### src/rtl/api_txarb.sv
// api_txarb: round-robin arbiter that moves fixed-length bursts from two requesters into a TX FIFO.
// Bursts abandoned early are zero-padded so the FIFO only ever holds whole bursts.
module api_txarb #(
    parameter int FIFO_DEPTH = 1024,
    parameter int CNT_W      = 11
) (
    input  logic             CLK_I,
    input  logic             RST_I,
    input  logic             flush,
    input  logic [7:0]       word_num,
    input  logic [CNT_W-1:0] txcnt,
    input  logic             req0,
    input  logic             req1,
    input  logic             vld0,
    input  logic             vld1,
    input  logic [31:0]      din0,
    input  logic [31:0]      din1,
    output logic             gnt0,
    output logic             gnt1,
    output logic             rdy0,
    output logic             rdy1,
    output logic             txfifo_push,
    output logic [31:0]      txfifo_din,
    output logic             busy,
    output logic             burst_done,
    output logic             pad_err
);
    typedef enum logic [1:0] {IDLE, XFER, PAD, GAP} state_t;
    localparam logic [CNT_W:0] DEPTH = (CNT_W+1)'(FIFO_DEPTH);
    state_t state, state_nx;
    logic [CNT_W:0] space;
    logic [7:0] len, cnt;
    logic last_gnt, pick, grant, acc, fill, last, abort;
    assign space = DEPTH - {1'b0, txcnt};
    assign grant = (state == IDLE) && (req0 || req1) && (word_num != 8'd0)
                   && (space >= (CNT_W+1)'(word_num));
    // with both requesting, the one not served last wins; a lone requester always wins
    assign pick  = (req0 && req1) ? ~last_gnt : req1;
    assign acc   = (gnt0 && vld0) || (gnt1 && vld1);
    assign fill  = acc || (state == PAD);
    assign last  = (cnt + 8'd1) == len;
    assign abort = (state == XFER) && !acc && !(gnt1 ? req1 : req0);
    assign rdy0  = gnt0;
    assign rdy1  = gnt1;
    assign busy  = state != IDLE;
    always_comb begin
        state_nx = state;
        case (state)
            IDLE:    state_nx = grant ? XFER : IDLE;
            XFER:    state_nx = (acc && last) ? GAP : abort ? PAD : XFER;
            PAD:     state_nx = last ? GAP : PAD;
            default: state_nx = IDLE;
        endcase
    end
    always_ff @(posedge CLK_I or posedge RST_I)
        if (RST_I) state <= IDLE;
        else       state <= flush ? IDLE : state_nx;
    always_ff @(posedge CLK_I or posedge RST_I) begin
        if (RST_I) begin
            {gnt0, gnt1, txfifo_push, burst_done, pad_err} <= '0;
            len        <= '0;
            cnt        <= '0;
            txfifo_din <= '0;
            last_gnt   <= 1'b1;
        end else if (flush) begin
            {gnt0, gnt1, txfifo_push, burst_done, pad_err} <= '0;
            len        <= '0;
            cnt        <= '0;
            txfifo_din <= '0;
            last_gnt   <= 1'b1;
        end else begin
            txfifo_push <= fill;
            txfifo_din  <= acc ? (gnt1 ? din1 : din0) : 32'd0;
            burst_done  <= fill && last;
            pad_err     <= abort;
            if (grant) begin
                {gnt1, gnt0} <= pick ? 2'b10 : 2'b01;
                last_gnt     <= pick;
                len          <= word_num;
                cnt          <= '0;
            end else if (fill) begin
                cnt <= cnt + 8'd1;
            end
            if ((acc && last) || abort) {gnt1, gnt0} <= 2'b00;
        end
    end
endmodule

### config.mk
export PLATFORM = sky130hd
export DESIGN_NAME = api_txarb
export DESIGN_NICKNAME = d
export VERILOG_FILES = /design/src/rtl/api_txarb.sv
export SDC_FILE = /design/constraint.sdc
export NUM_CORES = 1
export LEC_CHECK = 0
export BUFFER_PORTS_ARGS = -buffer_cell sky130_fd_sc_hd__buf_2
export CORE_ASPECT_RATIO = 1.1
export CORE_MARGIN = 3
export CORE_UTILIZATION = 40
export CTS_CLUSTER_DIAMETER = 100
export DETAILED_ROUTE_END_ITERATION = 12
export GPL_ROUTABILITY_DRIVEN = 0
export GPL_TIMING_DRIVEN = 0
export PLACE_DENSITY = 0.71
export SETUP_SLACK_MARGIN = 0.5
export SLEW_MARGIN = 10
export SYNTH_ARGS = -nofsm -noshare
export SYNTH_HDL_FRONTEND = slang
export SYNTH_SLANG_ARGS = --single-unit
### constraint.sdc
create_clock -name CLK_I -period 3.2 [get_ports CLK_I]
set_input_delay 0.16 -clock CLK_I [delete_from_list [all_inputs] [get_ports CLK_I]]
set_output_delay 0.16 -clock CLK_I [all_outputs]
set_load 0.02 [all_outputs]
==> flow_summary.json <==
{
  "start_util_pct": 42.1,
  "antenna_found_initial": 0,
  "cts_tree": "built",
  "syn_to_final_growth_pct": 29.4,
  "die_w_um": 88.8,
  "crit_fanout": 10,
  "clk_latency_ns": 0.32,
  "grt_usage_pct": 16.9,
  "synthCells": 291,
  "fin_util_pct": 54.5,
  "ys_types": 48,
  "swShare_pct": 30.8,
  "dieHeight_um": 97.1,
  "finalNonFillerCells": 514,
  "cts_sinks": 56,
  "fin_crit_ns": 2.58,
  "setup_viol": 0,
  "power.net_switching_uw": 483,
  "drt-initial-drc-count": 64,
  "cp.arrival_ns": 2.82,
  "worstSetupPathType": "in2reg",
  "dpl_cell_area_mm2": 0.00378,
  "ys_warn_count": 0,
  "hold_viol": 0,
  "worstPathRequired_ns": 3.44,
  "fmax_mhz": 388,
  "pwr-share-clk_pct": 25.9,
  "grt_pass1_wl_mm": 11.6,
  "synth-seq-cells": 56,
  "synth-edff-count": 0,
  "grt_max_degree": 30,
  "via_count": 2582,
  "worst_slew_margin_rel_pct": 54.7,
  "rows": 32,
  "antenna_cells": 0,
  "ios": 130,
  "ys_seq_area_share_pct": 46.5,
  "max_cap_viol_count": 0,
  "hold_class": "in2reg",
  "post-cts-setup-buffers": 0,
  "nets": 528,
  "tightest_slew_ns": 0.679,
  "grt_overflow": 0,
  "crit_path_start_kind": "primary input",
  "drive_gt1_share_pct": 37.1,
  "synth.avg_cell_area_um2": 10.4,
  "coreArea_mm2": 0.00717,
  "p_leak_nw": 1.97,
  "synthFlopType": "dfrtp_1",
  "htreeDepth": 2,
  "dp_hpwl_mm": 5.82,
  "wire_per_inst_um": 13.7,
  "ant_nets": 0,
  "setup_tns_ns": 0,
  "p_seq_share_pct": 49.1,
  "combPwrFrac_pct": 25.0,
  "firstDrtPassIters": 4,
  "final_area_mm2": 0.00390,
  "port_buffers": 128,
  "endpoint_kind": "register",
  "rsz0062_at_grt": "yes",
  "power_density_mw_per_mm2": 402,
  "post-route-period-util_pct": 80.6,
  "clk_path_buf_depth": 2,
  "drc": 0,
  "finClkSkew_ns": 0.00473,
  "place_inst": 505,
  "syn_area_mm2": 0.00302,
  "path_clk_slew_ns": 0.11,
  "avgViaCountPerCell": 5.02,
  "cts_buffers": 5,
  "root_buffer": "clkbuf_8",
  "p_int_mw": 1.09,
  "status": "complete, no violations",
  "pre_cts_ws_ns": 0.291,
  "ir_drop_mv": 0.226,
  "syn_nets": 391,
  "fill_cells": 654,
  "dieArea_mm2": 0.00862,
  "r2r_setup_slack_ns": 0.82,
  "drv_slew": 0,
  "drt-total-wl_mm": 7.05,
  "async_reset_ff_share_pct": 100,
  "fin_ws_ns": 0.621,
  "grt_pass1_vias": 2621
}
-- path summary, 6_finish.rpt --
path | cells after the start | from | endpoint
max | 13 | txcnt[0] | gnt1
min | 3 | din0[13] | txfifo_din[13]
max reg2reg | 7 | cnt[0] | state[0]
min reg2reg | 2 | len[1] | len[1]
max in group asynchronous | 4 | RST_I | last_gnt
min in group asynchronous | 3 | RST_I | txfifo_din[2]
-- cell families (layout without fill, tap and decap cells) --
logic type	after synthesis	in the layout	share of synthesized area (%)
compound gates	24	24	6.30
xor+xnor	21	21	6.09
fa+ha+maj	10	10	4.15
buf+inv	27	165	3.98
flops	56	56	46.5
mux	43	43	14.3
simple gates	110	110	18.7
-- layout make-up --
class                   count  area [um2]  share of cell area (%)
flip-flops and latches     56        1400                    35.9
inverters                  11        41.3                    1.06
clock buffers               5        68.8                    1.76
repair buffers            130         671                    17.2
multi-input cells         208        1510                    38.6
plain buffers              16        78.8                    2.02
clock inverters             3        27.5                   0.705
well taps                  85         106                    2.72
-- synth_stat cells, types with 2 or more instances --
library cell,instances,area share (%)
a211oi_1,3,0.75
a21boi_0,3,0.75
a21oi_1,2,0.33
a311oi_1,3,0.87
and2_1,2,0.41
and3_1,2,0.41
buf_1,3,0.37
buf_4,3,0.75
clkbuf_1,9,1.1
dfrtp_1,55,46
ha_1,10,4.1
inv_1,11,1.4
mux2i_1,43,14
nand2_1,2,0.25
nand2b_1,2,0.41
nand3_1,5,0.83
nand4b_1,3,0.87
nor2_1,53,6.6
nor2_2,8,1.7
nor2b_1,2,0.41
nor3_1,9,1.5
nor3b_1,2,0.50
nor4_1,5,1.0
nor4b_1,2,0.58
o21ai_0,4,0.66
or2_2,2,0.41
or3_1,3,0.62
xnor2_1,15,4.4
xor2_1,6,1.7
-- critical path: stages --
cell and delay (ns):
buf_2 0.11, inv_1 0.08, ha_2 0.21, or4b_4 0.47, nor2_1 0.13, xnor2_1 0.14
ha_1 0.27, o21ai_1 0.12, nor2_1 0.06, o41a_4 0.51, buf_4 0.21, mux2i_1 0.13
nor3_1 0.21
-- per-stage QoR --
stage	hold slack, ns	total power, mW
after floorplan	0.313	1.03
final	0.0708	1.57
after detailed placement	0.272	1.18
after global placement	0.401	1.17
after CTS	0.0658	1.58
after global routing	0.0770	1.66
-- placed cells by master, fill, tap and decap left out, types with 2 or more instances in the layout --
cell type / n
nand2b_1: 2
dfrtp_1: 55
clkbuf_8: 5
and2_1: 2
nand2_1: 2
nor2_2: 8
nor4b_1: 2
xor2_1: 6
a21boi_0: 3
buf_1: 3
a311oi_1: 2
nor2_1: 53
ha_1: 9
buf_4: 3
inv_1: 10
buf_2: 128
nor3_1: 9
or2_2: 2
xnor2_1: 15
a21oi_1: 2
nor2b_1: 2
nor4_1: 5
nor3b_1: 2
and3_1: 2
a211oi_1: 3
clkbuf_1: 9
o21ai_0: 3
or3_1: 3
mux2i_1: 43
nand3_1: 5
nand4b_1: 3
-- power by group through the flow --
stage                     Sequential, mW  Combinational [mW]  Clock (mW)
final                              0.770               0.392       0.406
after global routing               0.775               0.436       0.446
after CTS                          0.771               0.395       0.418
after detailed placement           0.785               0.393           0
after global placement             0.784               0.381           0
after floorplan                    0.808               0.226           0
-- sequential cells by signal, indices dropped and copies added (netlist names) --
| name | cells |
|---|---|
| last_gnt | 1 |
| len | 8 |
| pad_err | 1 |
| state | 2 |
| txfifo_din | 32 |
| txfifo_push | 1 |
| gnt1 | 1 |
| gnt0 | 1 |
| burst_done | 1 |
| cnt | 8 |
-- timing repair --
item | in CTS | in global routing
hold buffers | 1 | 0
hold endpoints to repair | 27 | 0
gates resized for setup | 0 | 4
endpoints found under the setup margin | 0 | 19
-- metal layers --
metal	vias to the layer above	wire length, um	track usage [%]
li1	1274	-	-
met1	1205	2700	19.5
met2	94	3550	28.7
met3	9	701	6.70
met4	0	100	4.42
met5	-	0	0
No activity file was read; power rests on OpenSTA's default activity.
